==> src/rtl/id_ex_operand_stage.sv <==
// id_ex_operand_stage
//   ID/EX pipeline register feeding the 32-bit ALU. It captures the decoded
//   operands, the immediate and the control from ID. It then resolves
//   EX/MEM and MEM/WB forwarding and selects either the register or the
//   immediate for operand B. It drives alu_a, alu_b and alu_op, and carries
//   the destination, write enable and store data downstream.
//
//   Optional feature macro: EX_FWD_EN
//     defined   : rs/rt operands are forwarded from EX/MEM (priority) and MEM/WB.
//     undefined : operands come straight from the ID/EX register; exm_* / wb_*
//                 inputs are ignored and hazards are left to the stall logic.
//
//   Ports
//     clk, rst                      clock, asynchronous active-high reset
//     id_valid, stall, flush        pipeline control (flush > stall > load)
//     id_rs_val, id_rt_val          register-file read data
//     id_rs, id_rt, id_rd           source / destination register indices
//     id_imm16, id_zero_ext         raw immediate and extension mode
//     id_alu_src                    1 = operand B is the immediate
//     id_alu_class, id_funct        ALU class and R-type funct field
//     id_reg_write                  instruction writes rd
//     exm_rd/exm_reg_write/exm_result   EX/MEM forwarding source
//     wb_rd/wb_reg_write/wb_data        MEM/WB forwarding source
//     alu_a, alu_b, alu_op          ALU operands and 4-bit operation
//     ex_store_data                 forwarded rt value
//     ex_rd, ex_reg_write           registered destination / write enable
//     ex_valid, ex_illegal          EX holds an instruction / unknown funct
module id_ex_operand_stage #(
  parameter int DATA_W = 32,
  parameter int REG_AW = 5
) (
  input  logic              clk,
  input  logic              rst,
  input  logic              id_valid,
  input  logic              stall,
  input  logic              flush,
  input  logic [DATA_W-1:0] id_rs_val,
  input  logic [DATA_W-1:0] id_rt_val,
  input  logic [REG_AW-1:0] id_rs,
  input  logic [REG_AW-1:0] id_rt,
  input  logic [REG_AW-1:0] id_rd,
  input  logic [15:0]       id_imm16,
  input  logic              id_zero_ext,
  input  logic              id_alu_src,
  input  logic [1:0]        id_alu_class,
  input  logic [5:0]        id_funct,
  input  logic              id_reg_write,
  input  logic [REG_AW-1:0] exm_rd,
  input  logic              exm_reg_write,
  input  logic [DATA_W-1:0] exm_result,
  input  logic [REG_AW-1:0] wb_rd,
  input  logic              wb_reg_write,
  input  logic [DATA_W-1:0] wb_data,
  output logic [DATA_W-1:0] alu_a,
  output logic [DATA_W-1:0] alu_b,
  output logic [3:0]        alu_op,
  output logic [DATA_W-1:0] ex_store_data,
  output logic [REG_AW-1:0] ex_rd,
  output logic              ex_reg_write,
  output logic              ex_valid,
  output logic              ex_illegal
);

  localparam logic [3:0] OP_ADD = 4'd0;
  localparam logic [3:0] OP_SUB = 4'd2;
  localparam logic [3:0] OP_AND = 4'd4;
  localparam logic [3:0] OP_OR  = 4'd5;
  localparam logic [3:0] OP_XOR = 4'd6;
  localparam logic [3:0] OP_NOR = 4'd7;
  localparam logic [3:0] OP_SLT = 4'd10;

  // Returns {illegal, op}. Unknown R-type funct falls back to ADD so the ALU
  // still sees a defined operation while the illegal flag travels downstream.
  function automatic logic [4:0] decode_op(input logic [1:0] cls,
                                           input logic [5:0] funct);
    logic [4:0] r;
    r = {1'b0, OP_ADD};
    case (cls)
      2'b00: r = {1'b0, OP_ADD};
      2'b01: r = {1'b0, OP_SUB};
      2'b11: r = {1'b0, OP_SLT};
      default: begin
        case (funct)
          6'h20, 6'h21: r = {1'b0, OP_ADD};
          6'h22, 6'h23: r = {1'b0, OP_SUB};
          6'h24:        r = {1'b0, OP_AND};
          6'h25:        r = {1'b0, OP_OR};
          6'h26:        r = {1'b0, OP_XOR};
          6'h27:        r = {1'b0, OP_NOR};
          6'h2A:        r = {1'b0, OP_SLT};
          default:      r = {1'b1, OP_ADD};
        endcase
      end
    endcase
    return r;
  endfunction

  function automatic logic signed [DATA_W-1:0] extend_imm(input logic [15:0] imm,
                                                          input logic       zero_ext);
    logic signed [DATA_W-1:0] r;
    if (zero_ext) r = {{(DATA_W-16){1'b0}}, imm};
    else          r = {{(DATA_W-16){imm[15]}}, imm};
    return r;
  endfunction

  // ---- Stage p0: decode and immediate extension in ID ----
  logic [4:0]               dec_p0;
  logic signed [DATA_W-1:0] imm_p0;

  assign dec_p0 = decode_op(id_alu_class, id_funct);
  assign imm_p0 = extend_imm(id_imm16, id_zero_ext);

  // ---- Stage p1: ID/EX register ----
  logic                     vld_p1;
  logic                     reg_write_p1;
  logic                     illegal_p1;
  logic [3:0]               op_p1;
  logic [REG_AW-1:0]        rd_p1;
  logic [REG_AW-1:0]        rs_p1;
  logic [REG_AW-1:0]        rt_p1;
  logic [DATA_W-1:0]        rs_val_p1;
  logic [DATA_W-1:0]        rt_val_p1;
  logic signed [DATA_W-1:0] imm_p1;
  logic                     alu_src_p1;

  // Flush produces exactly the reset image, so a killed slot is
  // indistinguishable from a freshly reset one.
  always_ff @(posedge clk or posedge rst) begin
    if (rst) begin
      vld_p1       <= 1'b0;
      reg_write_p1 <= 1'b0;
      illegal_p1   <= 1'b0;
      op_p1        <= OP_ADD;
      rd_p1        <= '0;
      rs_p1        <= '0;
      rt_p1        <= '0;
      rs_val_p1    <= '0;
      rt_val_p1    <= '0;
      imm_p1       <= '0;
      alu_src_p1   <= 1'b0;
    end else if (flush) begin
      vld_p1       <= 1'b0;
      reg_write_p1 <= 1'b0;
      illegal_p1   <= 1'b0;
      op_p1        <= OP_ADD;
      rd_p1        <= '0;
      rs_p1        <= '0;
      rt_p1        <= '0;
      rs_val_p1    <= '0;
      rt_val_p1    <= '0;
      imm_p1       <= '0;
      alu_src_p1   <= 1'b0;
    end else if (!stall) begin
      vld_p1       <= id_valid;
      reg_write_p1 <= id_reg_write & id_valid;
      illegal_p1   <= dec_p0[4] & id_valid;
      op_p1        <= dec_p0[3:0];
      rd_p1        <= id_rd;
      rs_p1        <= id_rs;
      rt_p1        <= id_rt;
      rs_val_p1    <= id_rs_val;
      rt_val_p1    <= id_rt_val;
      imm_p1       <= imm_p0;
      alu_src_p1   <= id_alu_src;
    end
  end

  // ---- Stage p1 combinational: operand forwarding and B select ----
  logic [DATA_W-1:0] rs_fwd;
  logic [DATA_W-1:0] rt_fwd;

`ifdef EX_FWD_EN
  // EX/MEM is the younger producer, so it wins over MEM/WB. Register 0 is
  // hard-wired and never forwarded. Not gated by vld_p1: a bubble's operands
  // are ignored downstream anyway.
  function automatic logic [DATA_W-1:0] fwd_sel(input logic [REG_AW-1:0] src,
                                                input logic [DATA_W-1:0] regval,
                                                input logic              e_we,
                                                input logic [REG_AW-1:0] e_rd,
                                                input logic [DATA_W-1:0] e_val,
                                                input logic              w_we,
                                                input logic [REG_AW-1:0] w_rd,
                                                input logic [DATA_W-1:0] w_val);
    logic [DATA_W-1:0] r;
    r = regval;
    if (e_we && (e_rd != '0) && (e_rd == src))      r = e_val;
    else if (w_we && (w_rd != '0) && (w_rd == src)) r = w_val;
    return r;
  endfunction

  assign rs_fwd = fwd_sel(rs_p1, rs_val_p1, exm_reg_write, exm_rd, exm_result,
                          wb_reg_write, wb_rd, wb_data);
  assign rt_fwd = fwd_sel(rt_p1, rt_val_p1, exm_reg_write, exm_rd, exm_result,
                          wb_reg_write, wb_rd, wb_data);
`else
  assign rs_fwd = rs_val_p1;
  assign rt_fwd = rt_val_p1;

  // Forwarding inputs and source indices have no consumer in this build.
  logic unused_fwd;
  assign unused_fwd = ^{exm_rd, exm_reg_write, exm_result,
                        wb_rd, wb_reg_write, wb_data, rs_p1, rt_p1};
`endif

  assign alu_a         = rs_fwd;
  assign alu_b         = alu_src_p1 ? imm_p1 : rt_fwd;
  assign alu_op        = op_p1;
  assign ex_store_data = rt_fwd;
  assign ex_rd         = rd_p1;
  assign ex_reg_write  = reg_write_p1;
  assign ex_valid      = vld_p1;
  assign ex_illegal    = illegal_p1;

endmodule

==> config.mk <==
export PLATFORM = sky130hd
export DESIGN_NAME = id_ex_operand_stage
export DESIGN_NICKNAME = d
export VERILOG_FILES = /design/src/rtl/id_ex_operand_stage.sv
export SDC_FILE = /design/constraint.sdc
export NUM_CORES = 1
export LEC_CHECK = 0
export ABC_AREA = 1
export CAP_MARGIN = 20
export CELL_PAD_IN_SITES_DETAIL_PLACEMENT = 2
export CELL_PAD_IN_SITES_GLOBAL_PLACEMENT = 2
export CORE_ASPECT_RATIO = 1.1
export CORE_MARGIN = 5
export CORE_UTILIZATION = 19
export DETAILED_ROUTE_END_ITERATION = 10
export PLACE_DENSITY_LB_ADDON = 0.1
export SLEW_MARGIN = 40
export SYNTH_ARGS = -nofsm -noshare
export SYNTH_HDL_FRONTEND = slang
export SYNTH_SLANG_ARGS = --single-unit
==> constraint.sdc <==
create_clock -name clk -period 7.1 [get_ports clk]
set_input_delay 2.13 -clock clk [delete_from_list [all_inputs] [get_ports clk]]
set_output_delay 2.13 -clock clk [all_outputs]
set_load 0.01 [all_outputs]
== Yosys cells after proc, flatten, opt, wreduce, memory -nomap -nowiden ==
Cells that the tools add are included.

* Register bits: 109
* Output and inout bits: 108

* Multiplexer cells: 22
* Reduce and logical (&&, ||, !) cells: 3
* Bitwise operators: 2
* Equal/unequal tests: 12

{| class="wikitable"
|+ Operators with widths
! kind !! number
|-
| two-way mux 32 bit || 8
|-
| equality test 6 bit, second input constant || 9
|-
| case mux 5 bit (7 select lines) || 1
|-
| case mux 5 bit (3 select lines) || 1
|-
| two-way mux 5 bit || 2
|-
| two-way mux 1 bit || 8
|-
| two-way mux 4 bit || 2
|-
| OR reduction 2 bit || 2
|-
| bitwise AND 1 bit || 2
|-
| equality test 2 x 1 -> 1 bit, second input constant || 1
|-
| equality test 2 bit, second input constant || 1
|-
| zero test 2 bit || 1
|-
| != test 2 x 1 -> 1 bit, second input constant || 1
|}

== Logic depth before layout (Yosys ltp) ==
Gate-level depths: netlist of the first run.

* Word-level depth: 7
* Mapped depth: 8

== Worst setup path before layout of the first run ==
No wires, ideal clock.

* Path type: register to output
* From: register alu_src_p1
* To: output port alu_b[21]
* Buffers on the path: 1
* Arrival: 0.920 ns
* Path slack: 4.050 ns
* Data required time: 4.970 ns
* Cell stages (with the launch flop): 4
* Path through: dfrtp_1 nand2_1 clkbuf_1 o21ai_0

* Longest elaborated chain between the ends: 1

{| class="wikitable"
|+ Ends and longest elaborated chain
! item !! RTL line !! source
|-
| from (decl) || 124 || <nowiki>logic alu_src_p1;</nowiki>
|-
| from (signal assigned) || 164 || <nowiki>alu_src_p1 <= id_alu_src;</nowiki>
|-
| two-way mux 32 bit || 206 || <nowiki>assign alu_b = alu_src_p1 ? imm_p1 : rt_fwd;</nowiki>
|-
| to (decl) || 55 || <nowiki>output logic [DATA_W-1:0] alu_b,</nowiki>
|}

Every way passes these cells.

== Worst setup path in the final report of the first run ==
* From: register alu_src_p1
* To: output port alu_b[28]

Same word-level chain as after synthesis.

==> flow_summary.ini, run 1 <==
[final_layout]
multiInputGateArea_um2 = 1140
final_common_cell = clkdlybuf4s50_1
antenna_cells = 0
area_growth_pct = 70.91
nets = 747
final_util_pct = 32.72
drive_gt1_share_pct = 4.602
final_cell_mix = clkdlybuf4s50_1 (208), dfrtp_1 (93), nand2_1 (69)
filler_cell_count = 2119
register_area_um2 = 2356
fin_cells = 817

[worst_setup_path]
path_buf_inv = 1
reg2reg_depth = 1
worstSetupEndpointType = primary output
crit_end = alu_b[28]
crit_cells = 3
cp_cell_sequence = nand2_1, o21ai_0, clkdlybuf4s50_1
critPathLaunchType = register
critPathMaxFanout = 50
path_delay_family = flip-flops
rrSetupSlack_ns = 6.03
required_ns = 4.97
r2r_end = alu_src_p1
slowest_stage = dfrtp_4
worst-setup-path-type = register to primary output
crit-reg2reg-launch = alu_src_p1
slowest_delay_ns = 0.76
cp.arrival_ns = 2.39
critical_path.startpoint = alu_src_p1

[place]
gp_congestion = 0.6889
hpwl_um = 10530
dp_cells = 801
portBuffers = 208

[cts]
cts_buffers = 9
clk_latency_ns = 0.34
cts_tree = built
cts.path.max_buffers = 2
ctsHoldBuffers = 0
cts.htree.levels = 3
numClockSinks = 94
cts_setup_buffers = 0
path_clk_slew_ns = 0.07
postCtsResizedCells = 0
clockRootBuffer = clkbuf_16

[floorplan]
die_h_um = 157.6
rows = 54
dieArea_um2 = 22730
num_io_pins = 295
coreArea_um2 = 19660
die_w_um = 144.2
start_util_pct = 19.14

[power]
ir_drop_mv = 0.1071
leakage_nw = 2.725
power.density_nw_per_um2 = 208.7

[global_route]
grt.overflow.total = 0
grt_max_degree = 63
grt_pass1_wl_um = 23030
antenna_found_initial = 0
first_global_vias = 4032
grtUsageTotal_pct = 13.11

[routing]
drt_iter0_drc = 116
detail-route-antenna-nets = 0
vias = 3542
first_pass_iters = 4
wl_um = 15020
vias_per_cell = 4.335
post-route-drc-count = 0
wl_per_cell_um = 18.38

[sta]
rsz0062_at_grt = false
hold_viol = 0
max_freq_mhz = 221.4
slew_viol_final = 0
setup_violations = 0
post-route-min-period_ns = 4.517
relSlewSlack_pct = 49.71
setup_tns_ns = 0
worst_pin_slew_ns = 0.7533
finClkSkew_ns = 0
period_share_pct = 63.63

[run]
maxCapViolCount = 0

[synthesis]
syn_inst = 360
synth_nets = 547
synth_warnings = 0
synthesis.area_um2 = 3764
synth.avg_cell_area_um2 = 10.45
synth.distinct_cells = 17
ys_ff_latch = 94
yosysSeqAreaShare_pct = 62.50

[min_path]
holdCritPathClass = register to register
min_from = alu_op[3]

[run_status]
status = complete, no violations
-- synthesized netlist by cell type --
master | number | area share, %
a22o_1 | 54 | 13
a32o_1 | 1 | 0.27
buf_2 | 16 | 2.1
buf_4 | 2 | 0.40
clkbuf_1 | 6 | 0.60
dfrtp_1 | 94 | 63
inv_1 | 39 | 3.9
inv_2 | 2 | 0.20
nand2_1 | 69 | 6.9
nand3_1 | 2 | 0.27
nand4_1 | 1 | 0.17
nor2_1 | 3 | 0.30
nor2_4 | 2 | 0.60
nor3_1 | 1 | 0.13
nor3b_1 | 1 | 0.20
o21ai_0 | 35 | 4.7
o21ai_1 | 32 | 4.3
-- kinds of logic after synthesis --
kind of cell | after synthesis | synth area share, %
AO/OA/AOI/OAI | 122 | 21.74
buffers and inverters | 65 | 7.214
flip-flops | 94 | 62.50
AND/OR/NAND/NOR | 79 | 8.544
-- final cells by class --
class / instances / share of cell area, %
Clock buffer: 10 / 3.560
Clock inverter: 6 / 1.342
Inverter: 41 / 2.470
Multi-Input combinational cell: 201 / 17.72
Sequential cell: 94 / 36.63
Tap cell: 252 / 4.902
Timing Repair Buffer: 213 / 33.38
-- through the flow --
step	setup slack (ns)	power (mW)	hold WS, ns	cell area (µm²)
after floorplan	2.521	0.6704	0.4417	3764
after global placement	2.551	0.8232	0.4652	6070
after detailed placement	2.852	0.8317	0.4758	6115
after CTS	2.465	1.374	0.4952	6430
after global routing	2.341	1.412	0.5192	6432
final	2.583	1.343	0.4847	6432
-- registers in the layout, indices dropped and copies added, names as in the netlist --
signal / count
alu_src_p1: 1
alu_op: 4
ex_reg_write: 1
ex_illegal: 1
imm_p1: 17
ex_store_data: 32
ex_valid: 1
ex_rd: 5
alu_a: 32
-- how the worst min path moves through the flow --
| stage | cells after the start | slack (ns) | endpoint |
|---|---|---|---|
| 4_1_cts | 2 | 0.50 | alu_op[3] |
| 3_5_place_dp | 2 | 0.48 | alu_op[3] |
| 2_1_floorplan | 2 | 0.44 | imm_p1[15] |
| 3_3_place_gp | 2 | 0.47 | alu_op[3] |
| 5_1_grt | 1 | 0.52 | imm_p1[9] |
| 6_report | 2 | 0.48 | alu_op[3] |
-- metal layers --
layer	part of all wire (%)	track usage (%)	routed length [µm]
met5	0	0	0
met4	0.87	3.998	130
met3	11	5.710	1578
met2	47	20.73	7054
met1	42	16.24	6256
-- power breakdown --
part	switching (mW)	total, mW	internal, mW
combinational	0.0971	0.231	0.133
sequential	0.0212	0.585	0.564
clock	0.218	0.526	0.309
total	0.336	1.34	1.01
(Power assumes the default switching activity.)
==> run 2: changes to the inputs <==
CORE_UTILIZATION = 18   (was 19)
clock period = 4.25 ns   (was 7.1 ns; I/O delays follow)
==> flow_summary.ini, run 2 (synthesis results as in run 1) <==
[global_route]
first_global_vias = 4141
grt_pass1_wl_um = 24080
grtUsageTotal_pct = 12.65
antenna_found_initial = 0
grt_max_degree = 68
grt.overflow.total = 0

[cts]
cts_buffers = 9
ctsHoldBuffers = 0
cts.htree.levels = 3
numClockSinks = 94
clockRootBuffer = clkbuf_16
path_clk_slew_ns = 0.07
cts_setup_buffers = 0
postCtsResizedCells = 0
cts_tree = built
clk_latency_ns = 0.34
cts.path.max_buffers = 2

[final_layout]
filler_cell_count = 2261
final_cell_mix = clkdlybuf4s50_1 (208), dfrtp_1 (93), nand2_1 (69)
final_util_pct = 31.42
multiInputGateArea_um2 = 1140
antenna_cells = 0
drive_gt1_share_pct = 4.947
final_common_cell = clkdlybuf4s50_1
register_area_um2 = 2354
nets = 748
area_growth_pct = 71.78
fin_cells = 822
fin_area_um2 = 6465

[routing]
wl_per_cell_um = 18.51
detail-route-antenna-nets = 0
post-route-drc-count = 0
vias = 3477
vias_per_cell = 4.230
first_pass_iters = 4
drt_iter0_drc = 88
wl_um = 15220

[floorplan]
start_util_pct = 18.29
coreArea_um2 = 20580
rows = 55
die_w_um = 147.9
dieArea_um2 = 23900
die_h_um = 161.7
num_io_pins = 295

[sta]
hold_viol = 0
setup_ws_ns = 0.5081
period_share_pct = 88.05
max_freq_mhz = 267.2
relSlewSlack_pct = 52.93
finClkSkew_ns = 0
post-route-min-period_ns = 3.742
setup_tns_ns = 0
slew_viol_final = 0
whs_ns = 0.4863
setup_violations = 0
worst_pin_slew_ns = 0.7050
rsz0062_at_grt = false

[worst_setup_path]
critPathMaxFanout = 32
path_buf_inv = 1
cp_cell_sequence = nand2_1, o21ai_0, clkdlybuf4s50_1
slowest_stage = dfrtp_2
worstSetupEndpointType = primary output
crit_cells = 3
required_ns = 2.97
slowest_delay_ns = 0.74
path_delay_family = flip-flops
cp.arrival_ns = 2.47
critPathLaunchType = register
worst-setup-path-type = register to primary output
reg2reg_depth = 1

[place]
hpwl_um = 10870
place_area_um2 = 6135
gp_congestion = 0.7289
portBuffers = 208
dp_cells = 806
dp_slack_ns = 0.7723

[run_status]
status = complete, no violations

[power]
power.density_nw_per_um2 = 352.8
leakage_nw = 2.744
ir_drop_mv = 0.1778
total_power_mw = 2.281

[run]
maxCapViolCount = 0

[min_path]
min_path_cells = 2
holdCritPathClass = register to register
==> run 2: cell count changes in the layout (fill, tap and decap cells not counted), sizes merged <==
cell,before,now
buf,5,6
clkinv,3,2
clkinvlp,1,0
inv,41,43
==> run 2: final cells by class <==
class	count	share of cell area, %
Timing Repair Buffer	214	33.48
Multi-Input combinational cell	201	17.63
Sequential cell	94	36.40
Clock buffer	10	3.697
Clock inverter	6	1.413
Tap cell	256	4.955
Inverter	41	2.419
==> run 2: path summary, 6_finish.rpt <==
check,to,slack [ns],startpoint
worst max-delay path,alu_b[24],0.51,alu_src_p1
worst min-delay path,alu_op[1],0.49,alu_op[1]
worst max register to register,alu_src_p1,3.23,alu_src_p1
worst min register to register,alu_op[1],0.49,alu_op[1]
max in group asynchronous,alu_a[19],2.15,rst
min in group asynchronous,alu_a[29],1.39,rst
==> run 2: power breakdown <==
| group | internal, mW | switching (mW) |
|---|---|---|
| registers | 0.942 | 0.0324 |
| clock network | 0.537 | 0.379 |
| logic | 0.225 | 0.166 |
==> run 2: layer usage <==
| layer | GRT usage [%] | vias up | part of all wire [%] |
|---|---|---|---|
| li1 | - | 1613 | - |
| met1 | 15.78 | 1707 | 43 |
| met2 | 19.72 | 142 | 46 |
| met3 | 5.608 | 15 | 9.6 |
| met4 | 4.032 | 0 | 1.7 |
| met5 | 0 | - | 0 |
==> run 3: changes to the inputs <==
CAP_MARGIN = 5   (was 20)
CORE_MARGIN = default   (was 5)
==> flow_summary.ini, run 3 (synthesis results as in run 1) <==
[run_status]
status = complete, no violations

[cts]
cts_buffers = 9
path_clk_slew_ns = 0.07
clk_latency_ns = 0.34
cts_setup_buffers = 0
clockRootBuffer = clkbuf_16
numClockSinks = 94
postCtsResizedCells = 0
cts_tree = built
cts.htree.levels = 3
cts.path.max_buffers = 2
ctsHoldBuffers = 0

[routing]
detail-route-antenna-nets = 0
routed-wl-met3_um = 958
wl_per_cell_um = 17.54
post-route-drc-count = 0
vias = 3513
first_pass_iters = 4
drt-met1-wl_um = 6435
routed.top_layer = met5
vias_per_cell = 4.274
wl_um = 14420
drt_iter0_drc = 111
wl_met2_um = 6868

[run]
maxCapViolCount = 0

[power]
ir_drop_mv = 0.1605
leakage_nw = 2.728
power.density_nw_per_um2 = 342.5
total_power_mw = 2.203

[global_route]
antenna_found_initial = 1
grt_pass1_wl_um = 22800
grt_max_degree = 51
grtUsageTotal_pct = 13.78
grt.overflow.total = 0
first_global_vias = 3889

[floorplan]
die_w_um = 139.9
start_util_pct = 18.35
die_h_um = 153.7
coreArea_um2 = 20510
dieArea_um2 = 21490
num_io_pins = 295
rows = 55

[worst_setup_path]
crit-reg2reg-launch = alu_src_p1
worst-setup-path-type = register to primary output
cp_cell_sequence = buf_4, nand2_1, o21ai_0, clkdlybuf4s50_1
critPathMaxFanout = 49
cp.arrival_ns = 1.99
rrSetupSlack_ns = 3.19
required_ns = 2.97
critPathLaunchType = register
slowest_stage = clkdlybuf4s50_1
worstSetupEndpointType = primary output
reg2reg_depth = 2
r2r_end = alu_src_p1
slowest_delay_ns = 0.60

[sta]
finClkSkew_ns = 0
post-route-min-period_ns = 3.265
period_share_pct = 76.82
rsz0062_at_grt = false
worst_pin_slew_ns = 0.6911
relSlewSlack_pct = 53.86
max_freq_mhz = 306.3
hold_viol = 0
setup_violations = 0
whs_ns = 0.4761
setup_tns_ns = 0
slew_viol_final = 0

[place]
place_area_um2 = 6135
hpwl_um = 9861
gp_congestion = 0.6861
portBuffers = 208

[final_layout]
final_common_cell = clkdlybuf4s50_1
drive_gt1_share_pct = 4.770
antenna_cells = 0
nets = 748
area_growth_pct = 70.94
fin_area_um2 = 6434
final_util_pct = 31.37
filler_cell_count = 2253
final_cell_mix = clkdlybuf4s50_1 (208), dfrtp_1 (93), nand2_1 (69)

[min_path]
min_from = imm_p1[15]
hold_end = imm_p1[15]
min_path_cells = 2
holdCritPathClass = register to register
-- run 3: changes by cell type in the layout (fill, tap and decap cells not counted), sizes merged --
cell,change
inv,-1
clkinv,+2
bufinv,-1
-- run 3: layer usage --
layer / global-route usage, % / vias up
li1: - / 1616
met1: 17.01 / 1758
met2: 23.10 / 125
met3: 4.453 / 12
met4: 3.454 / 2
met5: 0 / -
-- run 3: cell type report --
class | count | area (µm²) | share of cell area [%]
Tap cell | 256 | 320.3 | 4.979
Sequential cell | 94 | 2354 | 36.58
Inverter | 41 | 156.4 | 2.431
Clock inverter | 6 | 70.07 | 1.089
Clock buffer | 10 | 229.0 | 3.559
Timing Repair Buffer | 214 | 2165 | 33.64
Multi-Input combinational cell | 201 | 1140 | 17.72
-- run 3: worst max path at each step --
| stage | startpoint | to | depth (start not counted) |
|---|---|---|---|
| detailed placement | stall | ex_store_data[31] | 5 |
| global route | alu_src_p1 | alu_b[13] | 4 |
| floorplan | rst | alu_a[0] | 1 |
| global placement | stall | ex_store_data[30] | 5 |
| CTS | alu_src_p1 | alu_b[0] | 4 |
| finish | alu_src_p1 | alu_b[0] | 4 |
-- run 3: metrics by stage --
| step | setup slack, ns | instances |
|---|---|---|
| CTS | 0.9010 | 822 |
| detailed placement | 1.072 | 806 |
| global route | 0.8536 | 822 |
| global placement | 1.119 | 806 |
| finish | 0.9853 | 822 |
| floorplan | 0.5263 | 360 |
-- run 3: worst max-delay path: cells and delay by family, from the launching register on --
family	cells	cell delay, ns
buffers and inverters	2	1.03
flip-flops	1	0.36
AND/OR/NAND/NOR	1	0.13
AO/OA/AOI/OAI	1	0.12
-- run 3: where the power goes --
part	internal [mW]	switching, mW	total (mW)
logic	0.225	0.169	0.393
clock network	0.462	0.379	0.840
registers	0.942	0.0275	0.970
total	1.63	0.575	2.20
